--- src/rtl/calc_pkg.sv ---
// Shared types and constants for the keypad single-digit adder controller.
package calc_pkg;

    typedef enum logic [1:0] {
        IDLE   = 2'd0,
        HAVE_A = 2'd1,
        HAVE_B = 2'd2,
        SHOW   = 2'd3
    } state_t;

    localparam int MAX_DIGIT = 9;
    localparam int SUM_W     = 5;

endpackage

--- src/rtl/calc_seq_ctrl_if.sv ---
// Button, keypad and display-control bundle between the controller and its environment.
interface calc_seq_ctrl_if #(
    parameter int DIGIT_W = 4
);
    logic               load_button;
    logic               sum_button;
    logic               clr_button;
    logic [DIGIT_W-1:0] key_pad;
    logic [1:0]         state;
    logic [3:0]         disp_left;
    logic [3:0]         disp_right;
    logic               blank_left;
    logic               blank_right;
    logic               key_err;

    modport master (
        output load_button, sum_button, clr_button, key_pad,
        input  state, disp_left, disp_right, blank_left, blank_right, key_err
    );

    modport slave (
        input  load_button, sum_button, clr_button, key_pad,
        output state, disp_left, disp_right, blank_left, blank_right, key_err
    );
endinterface

--- src/rtl/btn_debounce.sv ---
// Push-button synchroniser + debouncer; emits a one-cycle pulse per debounced press.
module btn_debounce #(
    parameter int DEBOUNCE_CYCLES = 4
) (
    input  logic sys_clk,
    input  logic sys_rst,
    input  logic btn_raw,
    output logic btn_pulse
);
    localparam int               CNT_W    = $clog2(DEBOUNCE_CYCLES);
    localparam logic [CNT_W-1:0] CNT_LAST = CNT_W'(DEBOUNCE_CYCLES - 1);

    logic [1:0]       r_sync;
    logic [1:0]       r_vld;
    logic             r_deb;
    logic             r_deb_q;
    logic             r_armed;
    logic [CNT_W-1:0] r_cnt;
    logic             w_sync;

    assign w_sync = r_sync[1];

    // r_armed only rises once a genuine released level has crossed the synchroniser,
    // so a button held through reset cannot produce a press pulse.
    always_ff @(posedge sys_clk) begin
        if (sys_rst) begin
            r_sync  <= '0;
            r_vld   <= '0;
            r_deb   <= 1'b0;
            r_deb_q <= 1'b0;
            r_armed <= 1'b0;
            r_cnt   <= '0;
        end else begin
            r_sync  <= {r_sync[0], btn_raw};
            r_vld   <= {r_vld[0], 1'b1};
            r_deb_q <= r_deb;
            if (r_vld[1] && !w_sync) begin
                r_armed <= 1'b1;
            end
            if (w_sync == r_deb) begin
                r_cnt <= '0;
            end else if (r_cnt == CNT_LAST) begin
                r_deb <= w_sync;
                r_cnt <= '0;
            end else begin
                r_cnt <= r_cnt + CNT_W'(1);
            end
        end
    end

    assign btn_pulse = r_deb & ~r_deb_q & r_armed;

endmodule

--- src/rtl/calc_seq_ctrl.sv ---
// Operand capture / sum sequencing FSM with registered BCD display controls.
module calc_seq_ctrl
    import calc_pkg::*;
#(
    parameter int DEBOUNCE_CYCLES = 4,
    parameter int DIGIT_W         = 4
) (
    input  logic            sys_clk,
    input  logic            sys_rst,
    calc_seq_ctrl_if.slave  bus
);
    logic w_load_p, w_sum_p, w_clr_p, w_key_ok;

    state_t             r_state, w_state_nxt;
    logic [DIGIT_W-1:0] r_op_a, r_op_b, w_op_a_nxt, w_op_b_nxt;
    logic [SUM_W-1:0]   r_sum, w_sum_nxt;
    logic [3:0]         r_disp_left, r_disp_right, w_disp_left_nxt, w_disp_right_nxt;
    logic               r_blank_left, r_blank_right, w_blank_left_nxt, w_blank_right_nxt;
    logic               r_key_err, w_key_err_nxt;
    logic [3:0]         w_tens, w_ones;

    btn_debounce #(.DEBOUNCE_CYCLES(DEBOUNCE_CYCLES)) u_load_db (
        .sys_clk(sys_clk), .sys_rst(sys_rst), .btn_raw(bus.load_button), .btn_pulse(w_load_p)
    );
    btn_debounce #(.DEBOUNCE_CYCLES(DEBOUNCE_CYCLES)) u_sum_db (
        .sys_clk(sys_clk), .sys_rst(sys_rst), .btn_raw(bus.sum_button), .btn_pulse(w_sum_p)
    );
    btn_debounce #(.DEBOUNCE_CYCLES(DEBOUNCE_CYCLES)) u_clr_db (
        .sys_clk(sys_clk), .sys_rst(sys_rst), .btn_raw(bus.clr_button), .btn_pulse(w_clr_p)
    );

    assign w_key_ok = (bus.key_pad <= DIGIT_W'(MAX_DIGIT));

    always_comb begin
        w_state_nxt   = r_state;
        w_op_a_nxt    = r_op_a;
        w_op_b_nxt    = r_op_b;
        w_sum_nxt     = r_sum;
        w_key_err_nxt = w_load_p & ~w_key_ok & ~w_clr_p;
        if (w_clr_p) begin
            w_state_nxt = IDLE;
            w_op_a_nxt  = '0;
            w_op_b_nxt  = '0;
            w_sum_nxt   = '0;
        end else if (w_sum_p && r_state == HAVE_B) begin
            w_sum_nxt   = SUM_W'(r_op_a) + SUM_W'(r_op_b);
            w_state_nxt = SHOW;
        end else if (w_load_p && w_key_ok) begin
            case (r_state)
                IDLE: begin
                    w_op_a_nxt  = bus.key_pad;
                    w_state_nxt = HAVE_A;
                end
                HAVE_A: begin
                    w_op_b_nxt  = bus.key_pad;
                    w_state_nxt = HAVE_B;
                end
                SHOW: begin
                    w_op_a_nxt  = bus.key_pad;
                    w_op_b_nxt  = '0;
                    w_state_nxt = HAVE_A;
                end
                default: ;
            endcase
        end
    end

    always_comb begin
        w_tens = '0;
        w_ones = '0;
        case (w_sum_nxt) inside
            [5'd0:5'd9]:   w_ones = 4'(w_sum_nxt);
            [5'd10:5'd18]: begin
                w_tens = 4'd1;
                w_ones = 4'(w_sum_nxt - SUM_W'(10));
            end
            default: ;
        endcase
    end

    // Display is derived from the next-state values so it changes on the same edge as state.
    always_comb begin
        w_disp_left_nxt   = '0;
        w_disp_right_nxt  = '0;
        w_blank_left_nxt  = 1'b1;
        w_blank_right_nxt = 1'b1;
        case (w_state_nxt)
            HAVE_A: begin
                w_blank_right_nxt = 1'b0;
                w_disp_right_nxt  = 4'(w_op_a_nxt);
            end
            HAVE_B: begin
                w_blank_left_nxt  = 1'b0;
                w_blank_right_nxt = 1'b0;
                w_disp_left_nxt   = 4'(w_op_a_nxt);
                w_disp_right_nxt  = 4'(w_op_b_nxt);
            end
            SHOW: begin
                w_blank_left_nxt  = (w_tens == 4'd0);
                w_blank_right_nxt = 1'b0;
                w_disp_left_nxt   = w_tens;
                w_disp_right_nxt  = w_ones;
            end
            default: ;
        endcase
    end

    always_ff @(posedge sys_clk) begin
        if (sys_rst) begin
            r_state       <= IDLE;
            r_op_a        <= '0;
            r_op_b        <= '0;
            r_sum         <= '0;
            r_disp_left   <= '0;
            r_disp_right  <= '0;
            r_blank_left  <= 1'b1;
            r_blank_right <= 1'b1;
            r_key_err     <= 1'b0;
        end else begin
            r_state       <= w_state_nxt;
            r_op_a        <= w_op_a_nxt;
            r_op_b        <= w_op_b_nxt;
            r_sum         <= w_sum_nxt;
            r_disp_left   <= w_disp_left_nxt;
            r_disp_right  <= w_disp_right_nxt;
            r_blank_left  <= w_blank_left_nxt;
            r_blank_right <= w_blank_right_nxt;
            r_key_err     <= w_key_err_nxt;
        end
    end

    assign bus.state       = r_state;
    assign bus.disp_left   = r_disp_left;
    assign bus.disp_right  = r_disp_right;
    assign bus.blank_left  = r_blank_left;
    assign bus.blank_right = r_blank_right;
    assign bus.key_err     = r_key_err;

endmodule

--- src/flat_wrapper.sv ---
// flat-port wrapper written by rule: the top's interface ports become plain ports
module calc_seq_ctrl_flat import calc_pkg::*;
#(
    parameter int DEBOUNCE_CYCLES = 4,
    parameter int DIGIT_W         = 4
)
  (sys_clk, sys_rst, bus_load_button, bus_sum_button, bus_clr_button, bus_key_pad, bus_state, bus_disp_left, bus_disp_right, bus_blank_left, bus_blank_right, bus_key_err);
  calc_seq_ctrl_if #(.DIGIT_W(DIGIT_W)) bus_i ();
  input  logic sys_clk;
  input  logic sys_rst;
  input wire logic [$bits(bus_i.load_button)-1:0] bus_load_button;
  input wire logic [$bits(bus_i.sum_button)-1:0] bus_sum_button;
  input wire logic [$bits(bus_i.clr_button)-1:0] bus_clr_button;
  input wire logic [$bits(bus_i.key_pad)-1:0] bus_key_pad;
  output wire logic [$bits(bus_i.state)-1:0] bus_state;
  output wire logic [$bits(bus_i.disp_left)-1:0] bus_disp_left;
  output wire logic [$bits(bus_i.disp_right)-1:0] bus_disp_right;
  output wire logic [$bits(bus_i.blank_left)-1:0] bus_blank_left;
  output wire logic [$bits(bus_i.blank_right)-1:0] bus_blank_right;
  output wire logic [$bits(bus_i.key_err)-1:0] bus_key_err;
  assign bus_i.load_button = bus_load_button;
  assign bus_i.sum_button = bus_sum_button;
  assign bus_i.clr_button = bus_clr_button;
  assign bus_i.key_pad = bus_key_pad;
  assign bus_state = bus_i.state;
  assign bus_disp_left = bus_i.disp_left;
  assign bus_disp_right = bus_i.disp_right;
  assign bus_blank_left = bus_i.blank_left;
  assign bus_blank_right = bus_i.blank_right;
  assign bus_key_err = bus_i.key_err;
  calc_seq_ctrl #(.DEBOUNCE_CYCLES(DEBOUNCE_CYCLES), .DIGIT_W(DIGIT_W)) u_core (.sys_clk(sys_clk), .sys_rst(sys_rst), .bus(bus_i));
endmodule
--- config.mk ---
export PLATFORM = sky130hd
export DESIGN_NAME = calc_seq_ctrl_flat
export DESIGN_NICKNAME = d
export VERILOG_FILES = /design/src/rtl/calc_pkg.sv /design/src/rtl/calc_seq_ctrl_if.sv /design/src/rtl/btn_debounce.sv /design/src/rtl/calc_seq_ctrl.sv /design/src/flat_wrapper.sv
export SDC_FILE = /design/constraint.sdc
export NUM_CORES = 1
export LEC_CHECK = 0
export CORE_MARGIN = 2
export CORE_UTILIZATION = 55
export CTS_CLUSTER_SIZE = 30
export DETAILED_ROUTE_END_ITERATION = 7
export PLACE_DENSITY = 0.85
export SYNTH_ARGS = -nofsm -noshare
export SYNTH_HDL_FRONTEND = slang
export SYNTH_SLANG_ARGS = --single-unit
--- constraint.sdc ---
create_clock -name sys_clk -period 3.4 [get_ports sys_clk]
set_input_delay 0.85 -clock sys_clk [delete_from_list [all_inputs] [get_ports sys_clk]]
set_output_delay 0.85 -clock sys_clk [all_outputs]
set_load 0.01 [all_outputs]
==> qor_table.md, run 1 <==
| Quantity | This run | Unit |
|---|---|---|
| Total leakage power | 0.001003 | uW |
| Number of hold violations in the final report | 0 | - |
| First-pass GRT wire length | 7741 | um |
| Clock latency of the later-clocked register in the worst-skew pair | 0.31 | ns |
| End point of the critical path | u_core.bus.disp_right[2] | - |
| Upper clock frequency limit | 345.6 | MHz |
| Antenna diode count | 0 | - |
| Largest area contributor in the netlist | sky130_fd_sc_hd__dfxtp_1 | - |
| Commonest cells in the synthesized netlist | sky130_fd_sc_hd__dfxtp_1, sky130_fd_sc_hd__nor2_1, sky130_fd_sc_hd__inv_1, sky130_fd_sc_hd__nand2_1, sky130_fd_sc_hd__ha_1 | - |
| Placement Cell Area | 2499 | um2 |
| Port Buffer Count | 21 | - |
| Nature of the critical path endpoint | register | - |
| Post-synthesis compound-gate area fraction | 16.69 | % |
| Netlist area before placement | 2241 | um2 |
| Number of nets with antenna violations after routing | 0 | - |
| Multiplexer fraction of the synthesized cell area | 3.853 | % |
| Most repeated cell in the gate-level netlist after synthesis | sky130_fd_sc_hd__dfxtp_1 | - |
| Synth Area in Simple Gates | 22.50 | % |
| Buffers inserted during post-CTS setup optimization | 0 | - |
| I/O pin count | 22 | - |
| Clk buf depth | 2 | - |
| Number of resized instances in the post-cts repair step | 0 | - |
| Global-route usage over all layers | 23.16 | % |
| Fraction of the mapped netlist area in adder cells | 7.594 | % |
| Horizontal extent of the die | 67.83 | um |
| Final critical-path required period | 2.894 | ns |
| Post-synth top flop | sky130_fd_sc_hd__dfxtp_1 | - |
| Filler instances | 333 | - |
| Final nets | 288 | - |
| Number of H-tree branching levels | 2 | - |
| Violation count after the first detailed-route iteration | 192 | - |
| Final Routed Wirelength | 4742 | um |
| Top cell type's share of synthesized area | 43.77 | % |
| Design area | 2584 | um2 |
| Multi-input gate area | 1170 | um2 |
| Final worst path period share | 85.11 | % |
| Endpoint required time on the critical path | 3.59 | ns |
| RD Place Congestion | 0.9644 | - |
| Worst-case register-to-register setup slack | 0.51 | ns |
| Xor/xnor share of the synthesized area | 1.563 | % |
| Total vias in the final route | 1854 | - |
| Inserted Clock Buffers | 5 | - |
| Area taken by flip-flops and latches | 980.9 | um2 |
| Worst Setup SP | u_core.r_op_a[0] | - |
| CTS tree | yes | - |
| Floorplan row count | 23 | - |
| HPWL after detailed placement | 3427 | um |
| Flops & latches, synth | 49 | - |
| Status | finished, final reports clean | - |
| Global route total overflow | 0 | - |
| Launching element type of the critical path | register | - |
| Critical register-to-register path endpoint | u_core.bus.disp_right[2] | - |
| Final Max Slew Viols | 0 | - |
| Share of post-route cells with drive strength above 1 | 8.271 | % |
| Count of cell types in the netlist | 53 | - |
| Share of synthesized area occupied by flip-flops and latches | 43.77 | % |
| Vias in the first global route | 1709 | - |
| Worst min-delay path class | register to register | - |
| Startpoint of the lowest-slack register-to-register path | u_core.r_op_a[0] | - |
| Number of antenna violations at the first check in global routing | 0 | - |
| Category of the most critical setup path | register to register | - |
| Setup Skew | 0.007435 | ns |
| Synthesized netlist net count | 263 | - |
| Maximum number of pins on one net before global-route repair | 32 | - |
| Avg WL per Cell | 15.01 | um |
| Cell area power density | 368.8 | nW/um2 |
| Number of DRC violations after detailed routing | 0 | - |
| Largest voltage drop on the vdd net | 0.3877 | mV |
| TritonRoute pass-1 iters | 4 | - |
| Clock-pin slew reported for the worst setup and hold paths after clock tree synthesis | 0.09 | ns |
| Post-synth ARST share | 0 | % |
| Hold buffer count at cts | 0 | - |
| Synthesized instance count | 241 | - |
| P&R area growth vs syn | 15.30 | % |
| Total of endpoints with negative setup slack in the final report | 0 | - |
| Maximum fanout along the worst path | 5 | - |
| Height of the die | 67.83 | um |
| Sink Count | 49 | - |
| Initial Util | 56.43 | % |
| Warnings, synthesis | 0 | - |
| Max-Cap Viols | 0 | - |
| Least-Margin Pin Slew | 0.5458 | ns |
| Clock root buffer master | sky130_fd_sc_hd__clkbuf_8 | - |
| Floorplan core area | 3971 | um2 |
| Dominant combinational cell family by area after synthesis | simple AND/OR/NAND/NOR gates | - |
| DIE AREA | 4601 | um2 |
| Setup repair after global routing missed its margin | no | - |
| Final TNS setup | 0 | ns |
| Final Power | 952.8 | uW |
| Post-synth EDFFs | 0 | - |
| Mean post-synth cell area | 9.298 | um2 |
| Data arrival, critical path | 3.08 | ns |
| Average vias per placed instance | 5.867 | - |
| Depth of the worst register-to-register path | 12 | - |
| Max transition margin | 63.44 | % |
| Largest cells by area after synthesis | sky130_fd_sc_hd__dfxtp_1, sky130_fd_sc_hd__ha_1, sky130_fd_sc_hd__nor2_1, sky130_fd_sc_hd__nor2b_1, sky130_fd_sc_hd__inv_1 | - |
[sequential cells by signal (all words and copies together) (netlist names), 2 cells and up]
| name | flops |
|---|---|
| u_core.u_load_db.r_cnt | 2 |
| u_core.u_load_db.r_sync | 2 |
| u_core.r_op_b | 4 |
| u_core.bus.state | 2 |
| u_core.r_sum | 5 |
| u_core.bus.disp_left | 4 |
| u_core.u_clr_db.r_sync | 2 |
| u_core.r_op_a | 4 |
| u_core.u_sum_db.r_sync | 2 |
| u_core.u_sum_db.r_cnt | 2 |
| u_core.bus.disp_right | 4 |
| u_core.u_clr_db.r_cnt | 2 |
[report_power, final]
group          internal [uW]  switching [uW]
Sequential               581            4.75
Clock                    142             193
Combinational           15.6            16.5
[metal layers]
| layer | share of wire (%) | GRT usage, % | wire [um] |
|---|---|---|---|
| met1 | 46 | 31.36 | 2203 |
| met2 | 42 | 33.09 | 2008 |
| met3 | 8.9 | 8.882 | 423 |
| met4 | 2.2 | 9.500 | 106 |
| met5 | 0 | 0 | 0 |
[critical path, cell delays in order (launching register included)]
cell and delay, ns:
sky130_fd_sc_hd__dfxtp_1 0.35, sky130_fd_sc_hd__ha_1 0.17, sky130_fd_sc_hd__inv_1 0.06, sky130_fd_sc_hd__fa_1 0.46, sky130_fd_sc_hd__xnor2_1 0.30, sky130_fd_sc_hd__nand2_1 0.09
sky130_fd_sc_hd__nand2_1 0.08, sky130_fd_sc_hd__nand2_1 0.10, sky130_fd_sc_hd__ha_1 0.25, sky130_fd_sc_hd__or3_1 0.41, sky130_fd_sc_hd__and3_1 0.24, sky130_fd_sc_hd__o21bai_1 0.16
sky130_fd_sc_hd__a311oi_2 0.11
[cells in the final DEF, fill, tap and decap left out, drive strengths merged, types with 4 or more instances in the layout]
cell type / synthesis / final
dfxtp: 49 / 49
nor2: 36 / 36
clkdlybuf4s50: 0 / 21
inv: 14 / 14
nand2: 13 / 13
ha: 12 / 12
nor2b: 11 / 11
a21oi: 9 / 9
o21ai: 8 / 8
mux2i: 6 / 6
or3: 6 / 6
nor3: 5 / 5
clkbuf: 3 / 5
o211ai: 4 / 4
xnor2: 4 / 4
a22oi: 4 / 4
o21a: 4 / 4
a31oi: 4 / 4
[kinds of logic (layout without fill, tap and decap cells)]
family,Yosys count,after routing
simple gates,94,94
compound gates,53,53
flops,49,49
buf+inv,20,45
fa+ha+maj,13,13
mux,8,8
xor+xnor,4,4
[worst min-delay path by stage]
stage	end	from	depth (start not counted)	slack, ns
after floorplan	u_core.u_clr_db.r_cnt[0]	u_core.u_clr_db.r_cnt[0]	1	0.40
after global placement	u_core.u_sum_db.r_cnt[0]	u_core.u_sum_db.r_cnt[0]	1	0.41
after detailed placement	u_core.u_sum_db.r_cnt[0]	u_core.u_sum_db.r_cnt[0]	1	0.41
after CTS	u_core.u_clr_db.r_cnt[0]	u_core.u_clr_db.r_cnt[0]	1	0.42
after global routing	u_core.u_load_db.r_cnt[0]	u_core.u_load_db.r_cnt[0]	1	0.44
final	u_core.u_load_db.r_cnt[0]	u_core.u_load_db.r_cnt[0]	1	0.42
[metrics by stage]
step	worst slack (ns)	hold WS [ns]	utilization, %	cells
after global routing	0.3275	0.4387	65.06	316
after detailed placement	0.4438	0.4108	62.92	309
after floorplan	0.8098	0.3974	-	241
final	0.5062	0.4193	65.06	316
after global placement	0.4541	0.4074	62.92	309
after CTS	0.5701	0.4235	65.06	316
[layout make-up]
type / instances / share of cell area [%]
well taps: 50 / 2.421
clock inverters: 2 / 0.6295
clock buffers: 5 / 2.663
repair buffers: 24 / 9.007
inverters: 14 / 2.034
flip-flops and latches: 49 / 37.97
multi-input cells: 172 / 45.28
(Power assumes the default switching activity.)
==> run 2, diff against run 1 <==
Settings changed: GPL_ROUTABILITY_DRIVEN set to 0, MAX_ROUTING_LAYER set to met4.
==> run 2 against run 1 <==
Effect of this change:
- count of clock-buffer cells in the layout rose by 1
- via count grew 2.6%
- sequential share of layout area fell by 0.22 points
- wire length grew 4.9%
- combinational power grew 2%
- die area unchanged
- sequential power barely moved
- clock power up 9.9%
- power increased by 3.7%
- highest routed layer unchanged
- clock skew is essentially flat
==> qor_table.md, run 2 (synthesis gave the netlist of run 1 again) <==
| Quantity | This run | Unit | vs previous |
|---|---|---|---|
| Status | finished, final reports clean | - | unchanged |
| Launching element type of the critical path | register | - | unchanged |
| Height of the die | 67.83 | um | unchanged |
| P&R area growth vs syn | 15.97 | % | was 15.30% |
| Number of hold violations in the final report | 0 | - | unchanged |
| Depth of the worst register-to-register path | 12 | - | unchanged |
| Number of H-tree branching levels | 2 | - | unchanged |
| Setup WS post-layout | 0.5091 | ns | was 0.5062 ns |
| Worst Hold Path EP | u_core.u_clr_db.r_cnt[0] | - | was u_core.u_load_db.r_cnt[0] |
| Buffers inserted during post-CTS setup optimization | 0 | - | unchanged |
| Maximum fanout along the worst path | 5 | - | unchanged |
| HPWL after detailed placement | 3623 | um | was 3427 um |
| Total leakage power | 0.001015 | uW | was 0.001003 uW |
| TritonRoute pass-1 iters | 4 | - | unchanged |
| Placed Cells incl. Taps | 309 | - | unchanged |
| Global route total overflow | 0 | - | unchanged |
| Clock root buffer master | sky130_fd_sc_hd__clkbuf_8 | - | unchanged |
| Cell type of the slowest stage on the worst timing path | sky130_fd_sc_hd__fa_1 | - | unchanged |
| Initial Util | 56.43 | % | unchanged |
| Hold buffer count at cts | 0 | - | unchanged |
| Global routing usage on met3 | 7.730 | % | was 8.882% |
| Share of post-route cells with drive strength above 1 | 8.614 | % | was 8.271% |
| Max-Cap Viols | 0 | - | unchanged |
| Final core occ | 65.44 | % | was 65.06% |
| Total vias in the final route | 1903 | - | was 1854 |
| Setup Skew | 0.007102 | ns | was 0.007435 ns |
| Max transition margin | 61.78 | % | was 63.44% |
| Global-route layer with the greatest usage | met2 | - | unchanged |
| Port Buffer Count | 21 | - | unchanged |
| Global-route usage over all layers | 24.58 | % | was 23.16% |
| Number of antenna violations at the first check in global routing | 0 | - | unchanged |
| Design area | 2599 | um2 | was 2584 um2 |
| CTS tree | yes | - | unchanged |
| Startpoint of the lowest-slack register-to-register path | u_core.r_op_b[0] | - | was u_core.r_op_a[0] |
| Nature of the critical path endpoint | register | - | unchanged |
| Filler instances | 354 | - | was 333 |
| Final Max Slew Viols | 0 | - | unchanged |
| Number of resized instances in the post-cts repair step | 0 | - | unchanged |
| Average vias per placed instance | 6.003 | - | was 5.867 |
| Floorplan row count | 23 | - | unchanged |
| Vias in the first global route | 1720 | - | was 1709 |
| Final TNS setup | 0 | ns | unchanged |
| Most common cell after layout, fill and taps aside | sky130_fd_sc_hd__dfxtp_1 | - | unchanged |
| Cell area power density | 380.1 | nW/um2 | was 368.8 nW/um2 |
| Grt met2 use | 36.76 | % | was 33.09% |
| Inserted Clock Buffers | 5 | - | unchanged |
| Floorplan core area | 3971 | um2 | unchanged |
| Upper clock frequency limit | 345.9 | MHz | was 345.6 MHz |
| Horizontal extent of the die | 67.83 | um | unchanged |
| Cell mode on critical path | sky130_fd_sc_hd__nand2_1 | - | unchanged |
| Number of DRC violations after detailed routing | 0 | - | unchanged |
| Worst-case register-to-register setup slack | 0.51 | ns | about the same |
| Number of nets with antenna violations after routing | 0 | - | unchanged |
| Avg WL per Cell | 15.69 | um | was 15.01 um |
| Total of endpoints with negative setup slack in the final report | 0 | - | unchanged |
| Violation count after the first detailed-route iteration | 193 | - | was 192 |
| I/O pin count | 22 | - | unchanged |
| Most flop-heavy register | u_core.r_sum | - | unchanged |
| Worst min-delay path class | register to register | - | unchanged |
| Sink Count | 49 | - | unchanged |
| Number of flip-flops in the largest register | 5 | - | unchanged |
| Final Routed Wirelength | 4973 | um | was 4742 um |
| Setup repair after global routing missed its margin | no | - | unchanged |
| Endpoint required time on the critical path | 3.59 | ns | about the same |
| Final nets | 288 | - | unchanged |
| Placement Cell Area | 2499 | um2 | unchanged |
| Antenna diode count | 0 | - | unchanged |
| Critical path cell sequence | ha_1 -> inv_1 -> fa_1 -> xnor2_1 -> nand2_1 -> nand2_1 -> nand2_1 -> ha_1 -> or3_1 -> and3_1 -> o21bai_1 -> a311oi_2 | - | unchanged |
| Min-delay src | u_core.u_clr_db.r_cnt[0] | - | was u_core.u_load_db.r_cnt[0] |
| Category of the most critical setup path | register to register | - | unchanged |
| Data arrival, critical path | 3.08 | ns | about the same |
| Clock latency of the later-clocked register in the worst-skew pair | 0.31 | ns | about the same |
| Final worst path period share | 85.03 | % | was 85.11% |
| Commonest cells after routing, fill and taps aside | sky130_fd_sc_hd__dfxtp_1, sky130_fd_sc_hd__nor2_1, sky130_fd_sc_hd__clkdlybuf4s50_1, sky130_fd_sc_hd__inv_1, sky130_fd_sc_hd__nand2_1 | - | unchanged |
| Post-place setup slack | 0.4401 | ns | was 0.4438 ns |
| Met1 Usage GRT | 31.78 | % | was 31.36% |
| Clk buf depth | 2 | - | unchanged |
| Worst hold path depth | 1 | - | unchanged |
| Clock-pin slew reported for the worst setup and hold paths after clock tree synthesis | 0.09 | ns | about the same |
| Delay of the slowest cell on the worst path | 0.47 | ns | was 0.46 ns |
| Non-filler cells, final | 317 | - | was 316 |
| First-pass GRT wire length | 8038 | um | was 7741 um |
| Final critical-path required period | 2.891 | ns | was 2.894 ns |
| Maximum number of pins on one net before global-route repair | 32 | - | unchanged |
| Largest voltage drop on the vdd net | 0.3157 | mV | was 0.3877 mV |
| DIE AREA | 4601 | um2 | unchanged |
| Least-Margin Pin Slew | 0.5690 | ns | was 0.5458 ns |
| Critical register-to-register path endpoint | u_core.bus.disp_right[2] | - | unchanged |
## run 2: changes by cell type in the layout (fill, tap and decap cells not counted)
cell	previous run	this run
sky130_fd_sc_hd__clkbuf_8	5	6
sky130_fd_sc_hd__inv_6	0	1
sky130_fd_sc_hd__clkinvlp_4	1	0
## run 2: area by class of cell
| type | instances | area, um2 | share of cell area [%] |
|---|---|---|---|
| sequential | 49 | 980.9 | 37.75 |
| timing repair buffer | 24 | 232.7 | 8.955 |
| tap | 50 | 62.56 | 2.407 |
| clock buffer | 6 | 82.58 | 3.178 |
| clock inverter | 2 | 17.52 | 0.6740 |
| inverter | 14 | 52.55 | 2.022 |
| multi-input combinational | 172 | 1170 | 45.02 |
## run 2: critical path: cells and delay by family, from the launching register on
kind | cells | cell delay (ns)
AOI/OAI and AO/OA | 2 | 0.28
buffers and inverters | 1 | 0.07
DFF | 1 | 0.36
and+or+nand+nor | 5 | 0.89
xor gates and xnor gates | 1 | 0.25
adders and majority gates | 3 | 0.90
## run 2: stage by stage
step                power [uW]  hold WS [ns]
floorplan                615.2        0.3974
global placement         631.2        0.4059
detailed placement       632.7        0.4109
CTS                      999.0        0.4251
global route              1023        0.4466
finish                   987.8        0.4207
## run 2: worst max path at each step
stage / slack [ns] / to / cells after the start / start
3_5_place_dp: 0.44 / u_core.bus.disp_right[3] / 7 / bus_key_pad[1]
3_3_place_gp: 0.44 / u_core.bus.disp_right[3] / 7 / bus_key_pad[1]
4_1_cts: 0.54 / u_core.bus.disp_right[2] / 12 / u_core.r_op_b[0]
5_1_grt: 0.29 / u_core.bus.disp_right[2] / 12 / u_core.r_op_b[0]
2_1_floorplan: 0.81 / u_core.bus.disp_right[2] / 12 / u_core.r_op_b[0]
6_report: 0.51 / u_core.bus.disp_right[2] / 12 / u_core.r_op_b[0]
## run 2: layer usage
metal / up-vias / wire (um)
met5: - / 0
met4: 0 / 83
met3: 12 / 447
met2: 100 / 2243
met1: 888 / 2199
li1: 903 / -
## run 2: power by group
group	internal, uW	switching [uW]	leakage, uW
Clock	169	200	0.0000518
Sequential	582	5.02	0.000397
Combinational	15.6	17.2	0.000565
Total	766	222	0.00101
==> RTL edit (config.mk and constraints of run 1) <==
`r_op_a`, `r_op_b` and `r_sum` no longer have a reset.
--- a/src/rtl/calc_seq_ctrl.sv
+++ b/src/rtl/calc_seq_ctrl.sv
@@ -109,7 +109,4 @@
         if (sys_rst) begin
             r_state       <= IDLE;
-            r_op_a        <= '0;
-            r_op_b        <= '0;
-            r_sum         <= '0;
             r_disp_left   <= '0;
             r_disp_right  <= '0;
@@ -119,7 +116,4 @@
         end else begin
             r_state       <= w_state_nxt;
-            r_op_a        <= w_op_a_nxt;
-            r_op_b        <= w_op_b_nxt;
-            r_sum         <= w_sum_nxt;
             r_disp_left   <= w_disp_left_nxt;
             r_disp_right  <= w_disp_right_nxt;
@@ -128,4 +122,10 @@
             r_key_err     <= w_key_err_nxt;
         end
+    end
+
+    always_ff @(posedge sys_clk) begin
+        r_op_a <= w_op_a_nxt;
+        r_op_b <= w_op_b_nxt;
+        r_sum  <= w_sum_nxt;
     end
 
Formal check against the unedited RTL: same outputs for any inputs over 10 cycles, from zero or initial values and one cycle with sys_rst high; that may be too few to reach the edited logic, so the function may still have changed.
==> RTL edit against run 1 <==
Sequential cell count stayed put; total power is 5.3% higher; area after synthesis is 2.5% lower; routed wire length is 1.0% lower; fmax is 5.7% lower; setup slack worse by 0.17 ns; design area is 0.73% lower; sequential power is 1% higher.
==> RTL edit: results (changes against run 1) <==
- Placed Area: 2460 um^2 (-1.6%)
- First-pass GRT wire length: 7980 um (+3.1%)
- Syn_area_per_cell: 9.22 um^2 (-0.81%)
- Design area: 2560 um^2 (-0.73%)
- Max rail drop VDD: 0.000394 V (+1.6%)
- Hold EP: u_core.u_sum_db.r_cnt[0]
- Gpl congestion: 0.989 (+2.6%)
- All-Layer GR Usage: 24.0% (+0.80 points)
- Pre-CTS setup slack: 0.309 ns (-0.135 ns)
- Detailed placement HPWL: 3410 um (-0.60%)
- Crit path max fanout: 4 (-1)
- Post-Layout Cell Count: 312 (-1.3%)
- Max_slew headroom: 61.4% (-2.0 points)
- Initial DRC Count: 114 (-41%)
- Reg with most FFs: u_core.r_sum
- Hold_sp: u_core.u_sum_db.r_cnt[0]
- Met1 usage: 30.2% (-1.1 points)
- Most area-consuming cells after synthesis: dfxtp_1, ha_1, nor2_1
- Largest net degree at the start of global routing: 26 (-19%)
- DP Cell Count: 304 (-1.6%)
- Setup crit start: u_core.r_op_b[0]
- Syn nets: 260 (-1.1%)
- Setup Skew: 0.00378 ns (-0.00365 ns)
- Reg2Reg Setup Slack: 0.33 ns (-0.17 ns)
- Crit path DAT: 3.30 ns (+0.22 ns)
- Hold WS: 0.421 ns (+0.00208 ns)
- Layout net count: 286 (-0.69%)
- Post-synthesis sequential area ratio: 44.9% (+1.1 points)
- Vias in the first global route: 1,705 (-0.23%)
- Status: complete, no violations
- Final period util: 90.2% (+5.1 points)
- Fillers: 296 (-11%)
- Worst Reg2Reg Path Length in Cells: 13 (+1)
- Share of flip-flops with an asynchronous set or reset: 0% (unchanged)
- Met3 Use GR: 5.91% (-3.0 points)
- Root Driver: clkbuf_8
- P_leak: 1.03 nW (+3.0%)
- Layout cells sized above 1: 9.47% (+1.2 points)
- Via density: 5.66 (-3.6%)
- Crit path to: u_core.bus.disp_right[2]
- Met2 usage: 39.9% (+6.8 points)
- Synth top cells by count: dfxtp_1, nor2_1, inv_1
- CTS buffer count: 5 (unchanged)
- Distinct cells, synth: 51 (-3.8%)
- DRT Wirelength: 4690 um (-1.0%)
## RTL edit: changes by cell type in the layout (fill, tap and decap cells not counted), sizes merged, moves of 3 or more
cell   before  now
inv        14   19
nor2       36   30
a21oi       9   12
o22a        3    0
## RTL edit: logic make-up (layout without fill, tap and decap cells)
group,after synthesis,after routing,synth area share [%]
buffers and inverters,24,51,4.46
AND/OR/NAND/NOR,86,86,20.7
flip-flops,49,49,44.9
adder cells (fa/ha/maj),14,14,8.36
multiplexers,9,9,4.18
AO/OA/AOI/OAI,51,51,15.8
XOR/XNOR,4,4,1.60
## RTL edit: metal layers
metal | vias up | share of wire, % | wire length, um
li1 | 883 | - | -
met1 | 812 | 45 | 2130
met2 | 62 | 47 | 2190
met3 | 8 | 6.5 | 304
met4 | 0 | 1.7 | 78
met5 | - | 0 | 0
## RTL edit: cell type report
type                            instances  area share [%]
Clock buffer                            5            2.68
Clock inverter                          3            1.12
Inverter                               17            2.49
Multi-Input combinational cell        164            43.5
Sequential cell                        49            38.2
Tap cell                               48            2.34
Timing Repair Buffer                   26            9.66
## RTL edit: worst max-delay path, cell delays in order, from the launching register on
cell and delay [ns]:
dfxtp_1 0.35, ha_1 0.16, inv_1 0.06, fa_1 0.48, xnor2_2 0.21, nand2_1 0.08, a21oi_1 0.21, inv_1 0.11
ha_1 0.23, a21boi_0 0.16, or4_4 0.45, a21oi_2 0.19, nand2b_1 0.09, a211oi_2 0.21
## RTL edit: power by group
part | internal (mW) | total [mW] | switching, mW | leakage (nW)
Combinational | 0.0230 | 0.0475 | 0.0245 | 0.584
Clock | 0.154 | 0.363 | 0.210 | 0.0506
Sequential | 0.585 | 0.592 | 0.00699 | 0.398
